[config.mk]
export PLATFORM = sky130hd
export DESIGN_NAME = triangle_source_scheduler_flat
export DESIGN_NICKNAME = d
export VERILOG_FILES = /design/src/rtl/triangle_sched_pkg.sv /design/src/rtl/triangle_source_scheduler_if.sv /design/src/rtl/triangle_source_scheduler_next_source_finder.sv /design/src/rtl/triangle_source_scheduler.sv /design/src/flat_wrapper.sv
export SDC_FILE = /design/constraint.sdc
export NUM_CORES = 1
export LEC_CHECK = 0
export BUFFER_PORTS_ARGS = -buffer_cell sky130_fd_sc_hd__buf_2
export CAP_MARGIN = 20
export CORE_AREA = 2 2 143 145
export DETAILED_ROUTE_END_ITERATION = 16
export DIE_AREA = 0 0 145 147
export PLACE_DENSITY = 0.65
export SYNTH_ARGS = -nofsm -noshare
export SYNTH_HDL_FRONTEND = slang
export SYNTH_SLANG_ARGS = --single-unit
[constraint.sdc]
create_clock -name i_clk -period 2.7 [get_ports i_clk]
set_clock_uncertainty 0.05 [all_clocks]
set_input_delay 0.27 -clock i_clk [delete_from_list [all_inputs] [get_ports i_clk]]
set_output_delay 0.27 -clock i_clk [all_outputs]
set_load 0.005 [all_outputs]
[src/rtl/triangle_sched_pkg.sv]
// Shared types and widths for the triangle source scheduler.
package triangle_sched_pkg;
    localparam int VERTEX_W = 48;
    localparam int COLOR_W  = 16;
    localparam int COORD_W  = 16;

    typedef enum logic [2:0] {
        IDLE       = 3'd0,
        LAUNCH     = 3'd1,
        WAIT_START = 3'd2,
        STREAM     = 3'd3,
        NEXT       = 3'd4,
        DONE       = 3'd5
    } sched_state_e;

    // Width of a source index; never below one bit.
    function automatic int sel_width(input int n);
        return (n > 1) ? $clog2(n) : 1;
    endfunction
endpackage

[src/rtl/triangle_source_scheduler_if.sv]
// Frame request / source stream / forwarded stream bundle of the scheduler.
interface triangle_source_scheduler_if #(parameter int NUM_SOURCES = 4);
    import triangle_sched_pkg::*;

    logic                                   frame_start;
    logic [NUM_SOURCES-1:0]                 source_enable;
    logic [NUM_SOURCES-1:0]                 src_activate;
    logic [NUM_SOURCES-1:0][VERTEX_W-1:0]   src_vertex;
    logic [NUM_SOURCES-1:0][COLOR_W-1:0]    src_color;
    logic [NUM_SOURCES-1:0]                 src_new_triangle;
    logic [NUM_SOURCES-1:0]                 src_active;
    logic [VERTEX_W-1:0]                    vertex_out;
    logic [COLOR_W-1:0]                     color_out;
    logic                                   new_triangle_out;
    logic                                   valid_out;
    logic                                   busy;
    logic                                   frame_done;
    logic                                   frame_overrun;
    logic [15:0]                            triangle_count;
    logic [NUM_SOURCES-1:0]                 timeout_flags;

    modport slave (
        input  frame_start, source_enable, src_vertex, src_color, src_new_triangle, src_active,
        output src_activate, vertex_out, color_out, new_triangle_out, valid_out,
               busy, frame_done, frame_overrun, triangle_count, timeout_flags
    );

    modport master (
        output frame_start, source_enable, src_vertex, src_color, src_new_triangle, src_active,
        input  src_activate, vertex_out, color_out, new_triangle_out, valid_out,
               busy, frame_done, frame_overrun, triangle_count, timeout_flags
    );
endinterface

[src/rtl/triangle_source_scheduler_next_source_finder.sv]
// Finds the lowest set mask bit strictly above i_from; i_from = -1 searches from bit 0.
module next_source_finder
    import triangle_sched_pkg::*;
#(
    parameter  int NUM_SOURCES = 4,
    localparam int SEL_W       = sel_width(NUM_SOURCES)
) (
    input  logic [NUM_SOURCES-1:0] i_mask,
    input  logic signed [SEL_W:0]  i_from,
    output logic                   o_found,
    output logic [SEL_W-1:0]       o_idx
);
    // Descending scan so the lowest qualifying index is written last.
    always_comb begin
        o_found = 1'b0;
        o_idx   = '0;
        for (int i = NUM_SOURCES - 1; i >= 0; i--) begin
            if (i_mask[i] && (i > int'(i_from))) begin
                o_found = 1'b1;
                o_idx   = SEL_W'(i);
            end
        end
    end
endmodule

[src/rtl/triangle_source_scheduler.sv]
// Launches enabled vertex sources one at a time per frame and forwards the
// selected stream through one register stage, with start/stream timeouts.
module triangle_source_scheduler
    import triangle_sched_pkg::*;
#(
    parameter int NUM_SOURCES    = 4,
    parameter int START_TIMEOUT  = 4,
    parameter int STREAM_TIMEOUT = 1024
) (
    input  logic                 i_clk,
    input  logic                 i_rst,
    triangle_source_scheduler_if.slave bus
);
    localparam int SEL_W   = sel_width(NUM_SOURCES);
    localparam int CNT_MAX = (STREAM_TIMEOUT > START_TIMEOUT) ? STREAM_TIMEOUT : START_TIMEOUT;
    localparam int CNT_W   = $clog2(CNT_MAX + 1);

    localparam logic [2:0] S_IDLE   = IDLE;
    localparam logic [2:0] S_LAUNCH = LAUNCH;
    localparam logic [2:0] S_WAIT   = WAIT_START;
    localparam logic [2:0] S_STREAM = STREAM;
    localparam logic [2:0] S_NEXT   = NEXT;
    localparam logic [2:0] S_DONE   = DONE;

    logic [2:0]             r_state;
    logic [SEL_W-1:0]       r_sel;
    logic [NUM_SOURCES-1:0] r_mask;
    logic                   r_act_q;
    logic [CNT_W-1:0]       r_cnt;
    logic [VERTEX_W-1:0]    r_vertex;
    logic [COLOR_W-1:0]     r_color;
    logic                   r_nt;
    logic                   r_valid;
    logic                   r_busy;
    logic                   r_done;
    logic                   r_overrun;
    logic [15:0]            r_tri;
    logic [NUM_SOURCES-1:0] r_flags;

    logic [NUM_SOURCES-1:0] w_mask;
    logic signed [SEL_W:0]  w_from;
    logic                   w_found;
    logic [SEL_W-1:0]       w_idx;
    logic                   w_src_active;
    logic                   w_nt_cap;
    logic [NUM_SOURCES-1:0] w_activate;

    // In IDLE the search runs over the live enable input from the start.
    always_comb begin
        w_mask = r_mask;
        w_from = {1'b0, r_sel};
        if (r_state == S_IDLE) begin
            w_mask = bus.source_enable;
            w_from = '1;
        end
    end

    next_source_finder #(.NUM_SOURCES(NUM_SOURCES)) u_finder (
        .i_mask  (w_mask),
        .i_from  (w_from),
        .o_found (w_found),
        .o_idx   (w_idx)
    );

    assign w_src_active = bus.src_active[r_sel];
    assign w_nt_cap     = r_act_q & bus.src_new_triangle[r_sel];

    always_comb begin
        w_activate = '0;
        if (r_state == S_LAUNCH) w_activate[r_sel] = 1'b1;
    end

    always_ff @(posedge i_clk) begin
        if (i_rst) begin
            r_state   <= S_IDLE;
            r_sel     <= '0;
            r_mask    <= '0;
            r_act_q   <= 1'b0;
            r_cnt     <= '0;
            r_vertex  <= '0;
            r_color   <= '0;
            r_nt      <= 1'b0;
            r_valid   <= 1'b0;
            r_busy    <= 1'b0;
            r_done    <= 1'b0;
            r_overrun <= 1'b0;
            r_tri     <= '0;
            r_flags   <= '0;
        end else begin
            r_done    <= 1'b0;
            r_overrun <= bus.frame_start && (r_state != S_IDLE);
            case (r_state)
                S_IDLE: begin
                    if (bus.frame_start) begin
                        r_mask  <= bus.source_enable;
                        r_tri   <= '0;
                        r_flags <= '0;
                        if (w_found) begin
                            r_sel   <= w_idx;
                            r_busy  <= 1'b1;
                            r_state <= S_LAUNCH;
                        end else begin
                            r_done  <= 1'b1;
                        end
                    end
                end
                S_LAUNCH: begin
                    r_cnt   <= '0;
                    r_state <= S_WAIT;
                end
                S_WAIT: begin
                    if (w_src_active) begin
                        r_act_q <= 1'b1;
                        r_cnt   <= '0;
                        r_state <= S_STREAM;
                    end else if (r_cnt == CNT_W'(START_TIMEOUT - 1)) begin
                        r_flags[r_sel] <= 1'b1;
                        r_state        <= S_NEXT;
                    end else begin
                        r_cnt <= r_cnt + 1'b1;
                    end
                end
                S_STREAM: begin
                    r_vertex <= bus.src_vertex[r_sel];
                    r_color  <= bus.src_color[r_sel];
                    r_valid  <= r_act_q;
                    r_nt     <= w_nt_cap;
                    if (w_nt_cap && (r_tri != 16'hFFFF)) r_tri <= r_tri + 16'd1;
                    r_act_q  <= w_src_active;
                    r_cnt    <= r_cnt + 1'b1;
                    // A falling active means this cycle carries the last vertex.
                    if (r_act_q && !w_src_active) begin
                        r_state <= S_NEXT;
                    end else if (r_cnt == CNT_W'(STREAM_TIMEOUT - 1)) begin
                        r_flags[r_sel] <= 1'b1;
                        r_state        <= S_NEXT;
                    end
                end
                S_NEXT: begin
                    r_valid <= 1'b0;
                    r_nt    <= 1'b0;
                    r_act_q <= 1'b0;
                    if (w_found) begin
                        r_sel   <= w_idx;
                        r_state <= S_LAUNCH;
                    end else begin
                        r_done  <= 1'b1;
                        r_state <= S_DONE;
                    end
                end
                S_DONE: begin
                    r_busy  <= 1'b0;
                    r_state <= S_IDLE;
                end
                default: r_state <= S_IDLE;
            endcase
        end
    end

    assign bus.src_activate     = w_activate;
    assign bus.vertex_out       = r_vertex;
    assign bus.color_out        = r_color;
    assign bus.new_triangle_out = r_nt;
    assign bus.valid_out        = r_valid;
    assign bus.busy             = r_busy;
    assign bus.frame_done       = r_done;
    assign bus.frame_overrun    = r_overrun;
    assign bus.triangle_count   = r_tri;
    assign bus.timeout_flags    = r_flags;
endmodule

[src/flat_wrapper.sv]
// flat-port wrapper written by rule: the top's interface ports become plain ports
module triangle_source_scheduler_flat import triangle_sched_pkg::*;
#(
    parameter int NUM_SOURCES    = 4,
    parameter int START_TIMEOUT  = 4,
    parameter int STREAM_TIMEOUT = 1024
)
  (i_clk, i_rst, bus_frame_start, bus_source_enable, bus_src_vertex, bus_src_color, bus_src_new_triangle, bus_src_active, bus_src_activate, bus_vertex_out, bus_color_out, bus_new_triangle_out, bus_valid_out, bus_busy, bus_frame_done, bus_frame_overrun, bus_triangle_count, bus_timeout_flags);
  triangle_source_scheduler_if #(.NUM_SOURCES(NUM_SOURCES)) bus_i ();
  input  logic i_clk;
  input  logic i_rst;
  input wire logic [$bits(bus_i.frame_start)-1:0] bus_frame_start;
  input wire logic [$bits(bus_i.source_enable)-1:0] bus_source_enable;
  input wire logic [$bits(bus_i.src_vertex)-1:0] bus_src_vertex;
  input wire logic [$bits(bus_i.src_color)-1:0] bus_src_color;
  input wire logic [$bits(bus_i.src_new_triangle)-1:0] bus_src_new_triangle;
  input wire logic [$bits(bus_i.src_active)-1:0] bus_src_active;
  output wire logic [$bits(bus_i.src_activate)-1:0] bus_src_activate;
  output wire logic [$bits(bus_i.vertex_out)-1:0] bus_vertex_out;
  output wire logic [$bits(bus_i.color_out)-1:0] bus_color_out;
  output wire logic [$bits(bus_i.new_triangle_out)-1:0] bus_new_triangle_out;
  output wire logic [$bits(bus_i.valid_out)-1:0] bus_valid_out;
  output wire logic [$bits(bus_i.busy)-1:0] bus_busy;
  output wire logic [$bits(bus_i.frame_done)-1:0] bus_frame_done;
  output wire logic [$bits(bus_i.frame_overrun)-1:0] bus_frame_overrun;
  output wire logic [$bits(bus_i.triangle_count)-1:0] bus_triangle_count;
  output wire logic [$bits(bus_i.timeout_flags)-1:0] bus_timeout_flags;
  assign bus_i.frame_start = bus_frame_start;
  assign bus_i.source_enable = bus_source_enable;
  assign bus_i.src_vertex = bus_src_vertex;
  assign bus_i.src_color = bus_src_color;
  assign bus_i.src_new_triangle = bus_src_new_triangle;
  assign bus_i.src_active = bus_src_active;
  assign bus_src_activate = bus_i.src_activate;
  assign bus_vertex_out = bus_i.vertex_out;
  assign bus_color_out = bus_i.color_out;
  assign bus_new_triangle_out = bus_i.new_triangle_out;
  assign bus_valid_out = bus_i.valid_out;
  assign bus_busy = bus_i.busy;
  assign bus_frame_done = bus_i.frame_done;
  assign bus_frame_overrun = bus_i.frame_overrun;
  assign bus_triangle_count = bus_i.triangle_count;
  assign bus_timeout_flags = bus_i.timeout_flags;
  triangle_source_scheduler #(.NUM_SOURCES(NUM_SOURCES), .START_TIMEOUT(START_TIMEOUT), .STREAM_TIMEOUT(STREAM_TIMEOUT)) u_core (.i_clk(i_clk), .i_rst(i_rst), .bus(bus_i));
endmodule
# Yosys cells after proc, flatten, opt, wreduce, memory -nomap -nowiden

Cells that the tools add are included.

Output and inout port bits: 93
Register bits: 110
Memories kept: 0
Bits in writable memories: 0
Bits in read-only memories: 0
Bits in latches: 0
Logic and storage cells: 123
Bits of input ports: 271

Bitwise operators: 2
Order comparisons: 6
Muxes and demuxes: 54
Reductions and logical operators: 26
Add/sub/neg operators: 2
$mul: 0
Shifts and indexed selects: 0
Equal/unequal tests: 19
Div/mod/pow operators: 0

Operators by type and width:

| kind                                                              | number |
|---|---|
| 48-bit binary-select mux with 2-bit select                        | 1 |
| 16-bit two-way mux                                                | 3 |
| 48-bit two-way mux                                                | 1 |
| 11-bit one-hot mux with 3 select lines                            | 1 |
| 16-bit binary-select mux with 2-bit select                        | 1 |
| 16-bit one-hot mux with 2 select lines                            | 1 |
| 4-bit two-way mux                                                 | 7 |
| 3-bit two-way mux                                                 | 8 |
| 11-bit two-way mux                                                | 2 |
| 16-bit by 1-bit adder with 16-bit output, second input constant   | 1 |
| 16-bit != test, second input constant                             | 1 |
| 3-bit one-hot mux with 5 select lines                             | 1 |
| 1-bit two-way mux                                                 | 12 |
| 2-bit two-way mux                                                 | 6 |
| 4-bit one-hot mux with 3 select lines                             | 1 |
| 3-bit nonzero test                                                | 4 |
| 11-bit by 1-bit adder with 11-bit output, second input constant   | 1 |
| 11-bit by 10-bit == test with 1-bit output, second input constant | 1 |
| 11-bit by 2-bit == test with 1-bit output, second input constant  | 1 |
| 1-bit logical AND                                                 | 8 |
| 2-bit by 1-bit != test with 1-bit output, second input constant   | 4 |
| 2-bit != test, second input constant                              | 4 |
| 1-bit one-hot mux with 2 select lines                             | 4 |
| 2-bit AND reduction                                               | 4 |
| 22 further kinds                                                  | 31 |

# Depth between registers and ports, before layout

Gate-level depths: netlist of the first run.

Depth in word-level cells: 11
Depth in mapped cells: 7
Gate-level depth less buffers: 6

# Cells and area by module

A second synthesis of the first run with hierarchy kept.

Cell total of the unflattened synthesis: 665
Area total of the unflattened synthesis: 6232.2 sq um

By module, submodules not included:

| module                    | area an instance (sq um) | instances | seq. area each (sq um) | cells each |
|---|---|---|---|---|
| triangle_source_scheduler | 6127.1                   | 1         | 2202.1                 | 650 |
| next_source_finder        | 105.1                    | 1         | 0.0                    | 15 |

# Worst setup path before layout of the first run

No wires, ideal clock.

Path type: reg-to-reg
From: reg u_core.r_sel[0]
To: reg u_core.r_flags[1] (netlist: u_core.bus.timeout_flags[1])
Stages on the path, launching flop included: 7
Clock period less this slack: 2468 ps
Setup time: 61 ps
Buffers on the path: 1
Data required time: 2589 ps
Path slack: 232 ps
Data arrival time: 2357 ps
Path through: dfxtp_1 buf_6 mux4_2 or4_1 a2111o_1 a211oi_2 a32o_1

Cells in the longest elaborated chain, start to end: 8
Elaborated cells on any way between the ends: 18
Those cells by class: order compare (2); eq/ne (2); mux (9); bitwise (1); reduce/logical (4)

RTL lines:

| what                                                                                                                                         | line                                                               | RTL |
|---|---|---|
| from (decl)                                                                                                                                  | triangle_source_scheduler.sv:26                                    | `logic [SEL_W-1:0] r_sel;` |
| from (signal assigned)                                                                                                                       | triangle_source_scheduler.sv:99                                    | `r_sel <= w_idx;` |
| from (signal assigned)                                                                                                                       | triangle_source_scheduler.sv:144                                   | `r_sel <= w_idx;` |
| 2-bit by 3-bit < comparator with 1-bit output (not written as such) / 2-bit by 1-bit >= comparator with 1-bit output (equally long branches) | triangle_source_scheduler.sv:117, triangle_source_scheduler.sv:135 |  |
| 1-bit logical AND (not written as such)                                                                                                      | triangle_source_scheduler.sv:117, triangle_source_scheduler.sv:135 |  |
| 1-bit two-way mux (not written as such)                                                                                                      | triangle_source_scheduler.sv:117, triangle_source_scheduler.sv:135 |  |
| 1-bit demux with 2-bit select                                                                                                                | --                                                                 |  |
| 4-bit OR (no line)                                                                                                                           | --                                                                 |  |
| 4-bit two-way mux (on tied branches)                                                                                                         | triangle_source_scheduler.sv:134, triangle_source_scheduler.sv:116 |  |
| 4-bit two-way mux (on tied branches)                                                                                                         | triangle_source_scheduler.sv:132, triangle_source_scheduler.sv:112 |  |
| 4-bit one-hot mux with 3 select lines                                                                                                        | triangle_source_scheduler.sv:92                                    | `case (r_state)` |
| to (signal assigned)                                                                                                                         | triangle_source_scheduler.sv:88                                    | `r_flags <= '0;` |
| to (signal assigned)                                                                                                                         | triangle_source_scheduler.sv:97                                    | `r_flags <= '0;` |
| to (signal, indexed assignment)                                                                                                              | triangle_source_scheduler.sv:135                                   | `r_flags[r_sel] <= 1'b1;` |
| to (decl)                                                                                                                                    | triangle_source_scheduler.sv:38                                    | `logic [NUM_SOURCES-1:0] r_flags;` |

Parallel ways exist; a longest one is shown, timed or not. The select of a mux whose other input is x is not followed.
A chain may end at the register's enable or synchronous reset.

# Worst setup path in the final report of the first run

From: reg u_core.r_sel[0]
To: reg u_core.r_flags[2] (netlist: u_core.bus.timeout_flags[2])

The elaborated chain is that of the path after synthesis.

==> metrics.yaml, run 1 <==
status: "complete, no violations"
hold_class: "in2reg"
die_w_um: 145
portBuffers: 363
syn_area_um2: 6033
min_from: "bus_source_enable[3]"
finalSetupTns_ns: 0
power_density_nw_per_um2: 674.9
finalMaxSlewViolations: 0
p_leak_nw: 3.458
tritoncts: "built"
synth_ff_type: "dfxtp_1"
r2r_start: "u_core.r_sel[0]"
final_cells: 1266
clkTransAtPathRegs_ns: 0.08
cpPeakStageDelay_ns: 0.55
finalWeightedCongestion: 0.8360
dp_hpwl_um: 16310
clockBufferDepth: 2
clk_latency_ns: 0.35
hold_slack_ns: 0.1377
synthTopCellsByArea: "dfxtp_1 (36%), mux4_2 (25%), nand2_1 (9.3%)"
yosys_warnings: 0
vias: 6346
muxShareOfSynthArea: 0.2516
syn_inst: 643
cp_data_arrival_time_ns: 2.81
rows: 52
yosys.area.top_type: "dfxtp_1"
wl_um: 20980
cp_max_fo: 4
synth_top_family_by_area: "multiplexers"
cts_hold_buffers: 0
maxCapViolations: 0
drt_drc_violations_left: 0
synthToLayoutAreaGrowth_pct: 39.86
crit_path_start_kind: "flip-flop"
vias_per_cell: 5.013
synth_top_area_frac: 0.3617
ir_worst_vdd_mv: 0.3513
grt_usage: 0.1908
worst_slew_pin_slew_ns: 0.7036
drive_above_1_share: 0.4706
core_area_um2: 19840
synthAdderAreaFrac: 0.004148
hold_viol_final: 0
grt_pass1_wl_um: 32440
final_nets: 1256
final.min_clock_period_ns: 2.567
synth-edff-count: 0
dp_slack_ns: 0.1737
place_inst: 1242
cts_max_level: 3
critPathRequiredTime_ns: 2.94
die_area_um2: 21320
postRouteAntennaNets: 0
ioPinCount: 364
die_h_um: 147
synthXorXnorAreaFrac: 0.01307
cp_cell_sequence: "mux4_2 > or4_1 > a2111o_1 > a211oi_2 > a32o_1"
start_util: 0.3040
fin_crit_sh: 0.9506
syn-num-nets: 916
ys_ff_latch: 109
first_pass_iters: 5
first_global_vias: 6077
critPathKind: "reg2reg"
crit_start: "u_core.r_sel[0]"
slew_headroom: 0.5309
end_kind: "flip-flop"
grt_antenna_before_repair: 9
syn_area_per_cell_um2: 9.383
yosysSeqAreaShare: 0.3617
ys_types: 55
wl_per_cell_um: 16.57
setup_ws_ns: 0.1333
max_clock_freq_ghz: 0.3896
synth_compound_area_frac: 0.1448
grt_max_degree: 81
root_buffer: "clkbuf_16"
grt_setup_unrepaired: "no"
ctsResizeCount: 0
synth_simple_gate_area_frac: 0.1871
grt_overflow_total: 0
p_total_mw: 5.695
cts_setup_buffers: 0
setup_viol_count_final: 0
cts_buffers: 9
synthArstFlopShare: 0
dr.first_iter.drc_count: 331
clock_sinks: 109
critPathSlowestCell: "mux4_2"
sequential cells by signal (all words and copies together) (netlist names), 2 cells and up:
name,cells
u_core.r_mask,3
u_core.bus.color_out,16
u_core.r_cnt,11
u_core.r_sel,2
u_core.r_state,3
u_core.bus.triangle_count,16
u_core.bus.vertex_out,48
u_core.bus.timeout_flags,4
layout make-up:
class / instances / area (µm²)
timing repair buffer: 378 / 1954
tap: 270 / 337.8
clock buffer: 9 / 225.2
clock inverter: 7 / 50.05
antenna: 8 / 20.02
sequential: 109 / 2190
inverter: 9 / 33.78
fill: 1995 / 11410
multi-input combinational: 476 / 3627
Yosys cell counts (2+ instances only):
cell and number:
nand2b_1 3, a211oi_1 5, nand4_1 9, a2111oi_0 5, a311oi_1 2, clkbuf_1 35, o21a_1 3, a21oi_1 90
a31oi_1 3, nand2_1 150, nor2b_1 3, nand3_1 11, dfxtp_1 109, nor4_1 4, or3_1 9, o21ai_1 7
xnor2_1 9, ha_1 2, mux4_2 66, nor2_1 27, a32o_1 3, inv_1 8, buf_2 2, and4_1 3
buf_1 11, mux2i_1 2, o31a_1 2, or2_1 3, or4_1 8, nor3_1 13, o21ai_0 9, o31ai_1 4
cells by family (layout without fill, tap and decap cells):
kind of cell | count (synthesis) | after routing
AOI/OAI and AO/OA | 145 | 145
xor gates and xnor gates | 9 | 9
adders and majority gates | 2 | 2
buffers and inverters | 58 | 403
DFF | 109 | 109
muxes | 69 | 69
other | 0 | 8
and+or+nand+nor | 251 | 251
worst max-delay path, delay by kind of cell (launching register included):
family          cells  cell delay [ns]
mux                 1             0.55
simple gates        1             0.55
compound gates      3             0.99
flops               1             0.37
final timing paths:
path,slack (ns),depth (start not counted),to
setup / recovery,0.13,5,u_core.bus.timeout_flags[2]
hold / removal,0.14,3,u_core.r_mask[3]
setup reg to reg,0.13,5,u_core.bus.timeout_flags[2]
hold reg to reg,0.40,2,u_core.bus.vertex_out[36]
layout by cell type (no fill, tap or decap), types with 3 or more instances in the layout:
cell and instances:
a2111oi_0 5, a211oi_1 5, a21oi_1 90, a31oi_1 3
a32o_1 3, and4_1 3, buf_2 363, buf_4 13
clkbuf_16 9, dfxtp_1 107, diode_2 8, inv_1 8
mux4_2 66, nand2_1 149, nand2b_1 3, nand3_1 11
nand4_1 9, nor2_1 27, nor2b_1 3, nor3_1 13
nor4_1 4, o21a_1 3, o21ai_0 9, o21ai_1 7
o31ai_1 4, or2_1 3, or3_1 9, or4_1 8
xnor2_1 9
where the power goes:
part / total [mW] / internal (mW) / switching, mW
combinational: 2.45 / 1.17 / 1.28
sequential: 1.98 / 1.81 / 0.174
clock: 1.26 / 0.631 / 0.632
total: 5.70 / 3.61 / 2.09
routing by layer:
layer | share of wire | GRT usage | wire length, µm
met1 | 0.40 | 0.2342 | 8425
met2 | 0.50 | 0.3260 | 10560
met3 | 0.082 | 0.05714 | 1714
met4 | 0.013 | 0.05495 | 266
met5 | 0.00062 | 0 | 13
stage by stage:
stage          area, µm²    util
3_5_place_dp        8143  0.4103
2_1_floorplan       6033       -
5_1_grt             8431  0.4248
3_3_place_gp        8143  0.4103
4_1_cts             8418  0.4242
6_report            8438  0.4252
Note: power is estimated with default switching activity, not from simulation.
==> run 2: changes to the inputs <==
Settings changed: CELL_PAD_IN_SITES_DETAIL_PLACEMENT set to 0, CELL_PAD_IN_SITES_GLOBAL_PLACEMENT set to 1, CORE_AREA 2 2 143 145 to not set, CORE_MARGIN set to 1, CORE_UTILIZATION set to 31, DIE_AREA 0 0 145 147 to not set, PLACE_DENSITY 0.65 to not set, PLACE_DENSITY_LB_ADDON set to 0.1.
==> run 2 against run 1 <==
Effect of this change: power grew 2.1%; design area decreased by 0.24%; clock power hardly changed; final cell count down 1.2%; largest cell class unchanged; largest power group unchanged.
==> metrics.yaml, run 2 (synthesis results as in run 1) <==
hold_class: "in2reg"
grt_pass1_wl_um: 32540  # +0.32%
final.min_clock_period_ns: 2.566  # -0.0002870 ns
clk_latency_ns: 0.35  # about the same
start_util: 0.3193  # +0.01530
root_buffer: "clkbuf_16"
r2r_start: "u_core.r_sel[0]"
rows: 50  # -3.8%
cts_setup_buffers: 0  # unchanged
first_global_vias: 6039  # -0.63%
ir_worst_vdd_mv: 0.9948  # +180%
layout_common_cells: "buf_2 (363), nand2_1 (149), dfxtp_1 (107)"
clock_sinks: 109  # unchanged
finalWeightedCongestion: 0.8214  # -1.7%
grt_overflow_total: 0  # unchanged
grt_setup_unrepaired: "no"
drt_drc_violations_left: 0  # unchanged
ctsResizeCount: 0  # unchanged
p_leak_nw: 3.469  # +0.31%
end_kind: "flip-flop"
fin_crit_sh: 0.9505  # about the same
ioPinCount: 364  # unchanged
postRouteAntennaNets: 0  # unchanged
final_nets: 1257  # +0.080%
cp_data_arrival_time_ns: 2.81  # about the same
largest_reg_flops: 48  # unchanged
vias_per_cell: 5.037  # +0.48%
setup_viol_count_final: 0  # unchanged
cpPeakStageDelay_ns: 0.56  # about the same
worstHoldPathCells: 3  # unchanged
slew_headroom: 0.3709  # -0.1601
die_h_um: 141.5  # -3.7%
synthToLayoutAreaGrowth_pct: 39.53
critPathKind: "reg2reg"
min_to: "u_core.r_mask[2]"
power_density_nw_per_um2: 690.9  # +2.4%
die_w_um: 141.5  # -2.4%
finalMaxSlewViolations: 0  # unchanged
dp_hpwl_um: 17270  # +5.9%
first_pass_iters: 4  # -1
cts_max_level: 3  # unchanged
cp_cell_sequence: "mux4_2 > or4_1 > a2111o_1 > a211oi_2 > a32o_1"
max_clock_freq_ghz: 0.3897  # about the same
finalSetupTns_ns: 0  # unchanged
critPathSlowestCell: "mux4_2"
r2r-end: "u_core.bus.timeout_flags[3]"
wl_um: 22020  # +4.9%
tritoncts: "built"
setup_ws_ns: 0.1336  # +0.0002870 ns
crit_path_start_kind: "flip-flop"
drive_above_1_share: 0.4732  # +0.002557
critPathRequiredTime_ns: 2.94  # about the same
grt_antenna_before_repair: 2  # -7
dp_slack_ns: 0.1558  # -0.01793 ns
cp_max_fo: 4  # unchanged
portBuffers: 363  # unchanged
reg2reg_depth: 5  # unchanged
cts_buffers: 9  # unchanged
grt_usage: 0.2116  # +0.02071
core_area_um2: 18890  # -4.8%
clockBufferDepth: 2  # unchanged
grt_max_degree: 81  # unchanged
die_area_um2: 20020  # -6.1%
ff2ff_setup_slack_ns: 0.13  # about the same
hold_slack_ns: 0.1407  # +0.003017 ns
cts_hold_buffers: 0  # unchanged
clkTransAtPathRegs_ns: 0.07  # about the same
dr.first_iter.drc_count: 273  # -18%
layout_commonest_cell: "buf_2"
min_from: "bus_source_enable[2]"
worst_slew_pin_slew_ns: 0.9437  # +0.2401 ns
vias: 6301  # -0.71%
maxCapViolations: 0  # unchanged
wl_per_cell_um: 17.60  # +6.2%
status: "complete, no violations"
hold_viol_final: 0  # unchanged
[run 2: final cells by class]
| class | instances | area (µm²) |
|---|---|---|
| Multi-Input combinational cell | 476 | 3627 |
| Timing Repair Buffer | 379 | 1949 |
| Fill cell | 1966 | 10480 |
| Sequential cell | 109 | 2190 |
| Inverter | 9 | 33.78 |
| Antenna cell | 2 | 5.005 |
| Clock buffer | 11 | 252.7 |
| Tap cell | 260 | 325.3 |
| Clock inverter | 5 | 35.03 |
[run 2: worst max-delay path by stage]
stage	from	endpoint	slack, ns	cells past startpoint
floorplan	u_core.r_sel[0]	u_core.bus.timeout_flags[1]	0.23	6
detailed placement	u_core.r_sel[0]	u_core.bus.timeout_flags[3]	0.16	5
CTS	u_core.r_sel[0]	u_core.bus.timeout_flags[3]	0.14	5
finish	u_core.r_sel[0]	u_core.bus.timeout_flags[3]	0.13	5
global route	u_core.r_sel[0]	u_core.bus.timeout_flags[1]	0.08	5
global placement	u_core.r_sel[0]	u_core.bus.timeout_flags[2]	0.17	5
[run 2: where the power goes]
group          switching (mW)  internal, mW
Clock                   0.617         0.677
Combinational            1.37          1.19
Sequential              0.153          1.81
Total                    2.14          3.68
[run 2: layer usage]
layer / share of wire / GRT usage / vias to the layer above
met4: 0.0091 / 0.06055 / 0
li1: - / - / 3080
met3: 0.057 / 0.03442 / 12
met5: 0 / 0 / -
met2: 0.52 / 0.3820 / 245
met1: 0.42 / 0.2587 / 2964
[run 2: critical path: cells and delay by family (launching register included)]
| family | cells | cell delay, ns |
|---|---|---|
| AND/OR/NAND/NOR | 1 | 0.55 |
| AO/OA/AOI/OAI | 3 | 0.96 |
| multiplexers | 1 | 0.56 |
| flip-flops | 1 | 0.38 |
[run 2: metrics by stage]
step                utilization  cells  power (mW)  area (µm²)
floorplan                     -    643       3.663        6033
global placement         0.4301   1233       4.609        8125
detailed placement       0.4301   1233       4.593        8125
CTS                      0.4453   1249       5.915        8413
global route             0.4456   1251       6.197        8418
finish                   0.4456   1251       5.816        8418
==> run 3: changes to the inputs <==
Settings changed: RECOVER_POWER set to 25.
==> run 3 against run 2 <==
Effect of this change: first-iteration DRC count fell by 8.8%; clock power barely moved; sequential share of layout area rose by 0.16 points; worst setup slack improved by 0.019 ns; fmax rose by 0.73%; combinational power barely moved; via count rose by 0.17%; design area fell by 0.61%; largest cell class unchanged.
==> metrics.yaml, run 3 (synthesis results as in run 1) <==
ioPinCount: 364  # unchanged
grt_usage: 0.2116  # unchanged
drt_drc_violations_left: 0  # unchanged
ir_worst_vdd_mv: 1.002  # +0.76%
grt_setup_unrepaired: "no"
die_w_um: 141.5  # unchanged
cpPeakStageDelay_ns: 0.56  # about the same
p_leak_nw: 3.291  # -5.1%
first_pass_iters: 5  # +1
critPathSlowestCell: "mux4_2"
layout_common_cells: "buf_2 (322), nand2_1 (149), dfxtp_1 (107)"
final_cell_area_um2: 8367  # -0.61%
max_clock_freq_ghz: 0.3925  # +0.73%
nFillCells: 1983  # +0.86%
dp_hpwl_um: 17270  # unchanged
clkTransAtPathRegs_ns: 0.07  # about the same
end_kind: "flip-flop"
slew_headroom: 0.3635  # -0.007369
status: "complete, no violations"
dp_slack_ns: 0.1558  # unchanged
power_density_nw_per_um2: 692.9  # +0.30%
grt_antenna_before_repair: 2  # unchanged
core_area_um2: 18890  # unchanged
die_area_um2: 20020  # unchanged
placed_cell_area_um2: 8125  # unchanged
final_cells: 1251  # unchanged
cts_buffers: 9  # unchanged
cp_cell_sequence: "mux4_2 > or4_1 > a2111o_1 > a211oi_2 > a32o_1"
clk_latency_ns: 0.35  # about the same
cts_setup_buffers: 0  # unchanged
wl_per_cell_um: 17.62  # about the same
worst_slew_pin_slew_ns: 0.9548  # +0.01105 ns
postRouteAntennaNets: 0  # unchanged
cp_max_fo: 4  # unchanged
critPathRequiredTime_ns: 2.94  # about the same
critical_path.top_delay_family: "compound AO/OA/AOI/OAI gates"
hold_slack_ns: 0.1403  # -0.0004940 ns
fin_crit_sh: 0.9436  # -0.006886
place_inst: 1233  # unchanged
portBuffers: 363  # unchanged
dr.first_iter.drc_count: 249  # -8.8%
vias: 6312  # +0.17%
final_nets: 1257  # unchanged
finalMaxSlewViolations: 0  # unchanged
p_total_mw: 5.798  # -0.31%
finish.utilization: 0.4428  # -0.002715
cts_hold_buffers: 0  # unchanged
synthToLayoutAreaGrowth_pct: 38.68
hold_viol_final: 0  # unchanged
first_global_vias: 6039  # unchanged
maxCapViolations: 0  # unchanged
start_util: 0.3193  # unchanged
grt_max_degree: 81  # unchanged
drive_above_1_share: 0.4317  # -0.04146
layout_commonest_cell: "buf_2"
die_h_um: 141.5  # unchanged
crit_path_start_kind: "flip-flop"
finalSetupTns_ns: 0  # unchanged
grt_overflow_total: 0  # unchanged
wl_um: 22040  # about the same
ctsResizeCount: 0  # unchanged
ff_latch_area_um2: 2190  # unchanged
finalWeightedCongestion: 0.8214  # unchanged
clockBufferDepth: 2  # unchanged
tritoncts: "built"
largest_reg_flops: 48  # unchanged
setup_viol_count_final: 0  # unchanged
hold_class: "in2reg"
root_buffer: "clkbuf_16"
critPathKind: "reg2reg"
setup_ws_ns: 0.1522  # +0.01859 ns
cp_data_arrival_time_ns: 2.79  # -0.02 ns
grt_pass1_wl_um: 32540  # unchanged
clock_sinks: 109  # unchanged
rows: 50  # unchanged
vias_per_cell: 5.046  # +0.17%
cp.buffers_inverters: 0  # unchanged
final.min_clock_period_ns: 2.548  # -0.01859 ns
cts_max_level: 3  # unchanged
multi_input_area_um2: 3627  # unchanged
-- run 3: final cells by class --
class | count | share of cell area
repair buffers | 379 | 0.2269
clock buffers | 11 | 0.03021
flip-flops and latches | 109 | 0.2617
diodes | 2 | 0.0005982
clock inverters | 5 | 0.004187
multi-input cells | 476 | 0.4335
well taps | 260 | 0.03888
inverters | 9 | 0.004038
-- run 3: worst reg2reg max path, stage by stage (launching register included) --
cell and delay, ns:
dfxtp_4 0.38, mux4_2 0.56, or4_1 0.55, a2111o_1 0.38, a211oi_2 0.36, a32o_1 0.21
-- run 3: final timing paths --
kind	start	endpoint	slack, ns	cells past startpoint
max	u_core.r_sel[0]	u_core.bus.timeout_flags[2]	0.15	5
min	bus_source_enable[2]	u_core.r_mask[2]	0.14	3
max reg2reg	u_core.r_sel[0]	u_core.bus.timeout_flags[2]	0.15	5
min reg2reg	u_core.bus.vertex_out[42]	u_core.bus.vertex_out[42]	0.40	2
-- run 3: per-layer routing --
layer	wire length (µm)	GRT usage	vias to the layer above
li1	-	-	3082
met1	9081	0.2587	2960
met2	11390	0.3820	258
met3	1359	0.03442	12
met4	201	0.06055	0
met5	0	0	-
-- run 3: report_power, final --
group | total, mW | leakage, nW | internal, mW | switching [mW]
registers | 1.96 | 0.883 | 1.81 | 0.155
logic | 2.54 | 2.27 | 1.18 | 1.37
clock network | 1.29 | 0.142 | 0.677 | 0.613
total | 5.80 | 3.29 | 3.66 | 2.14
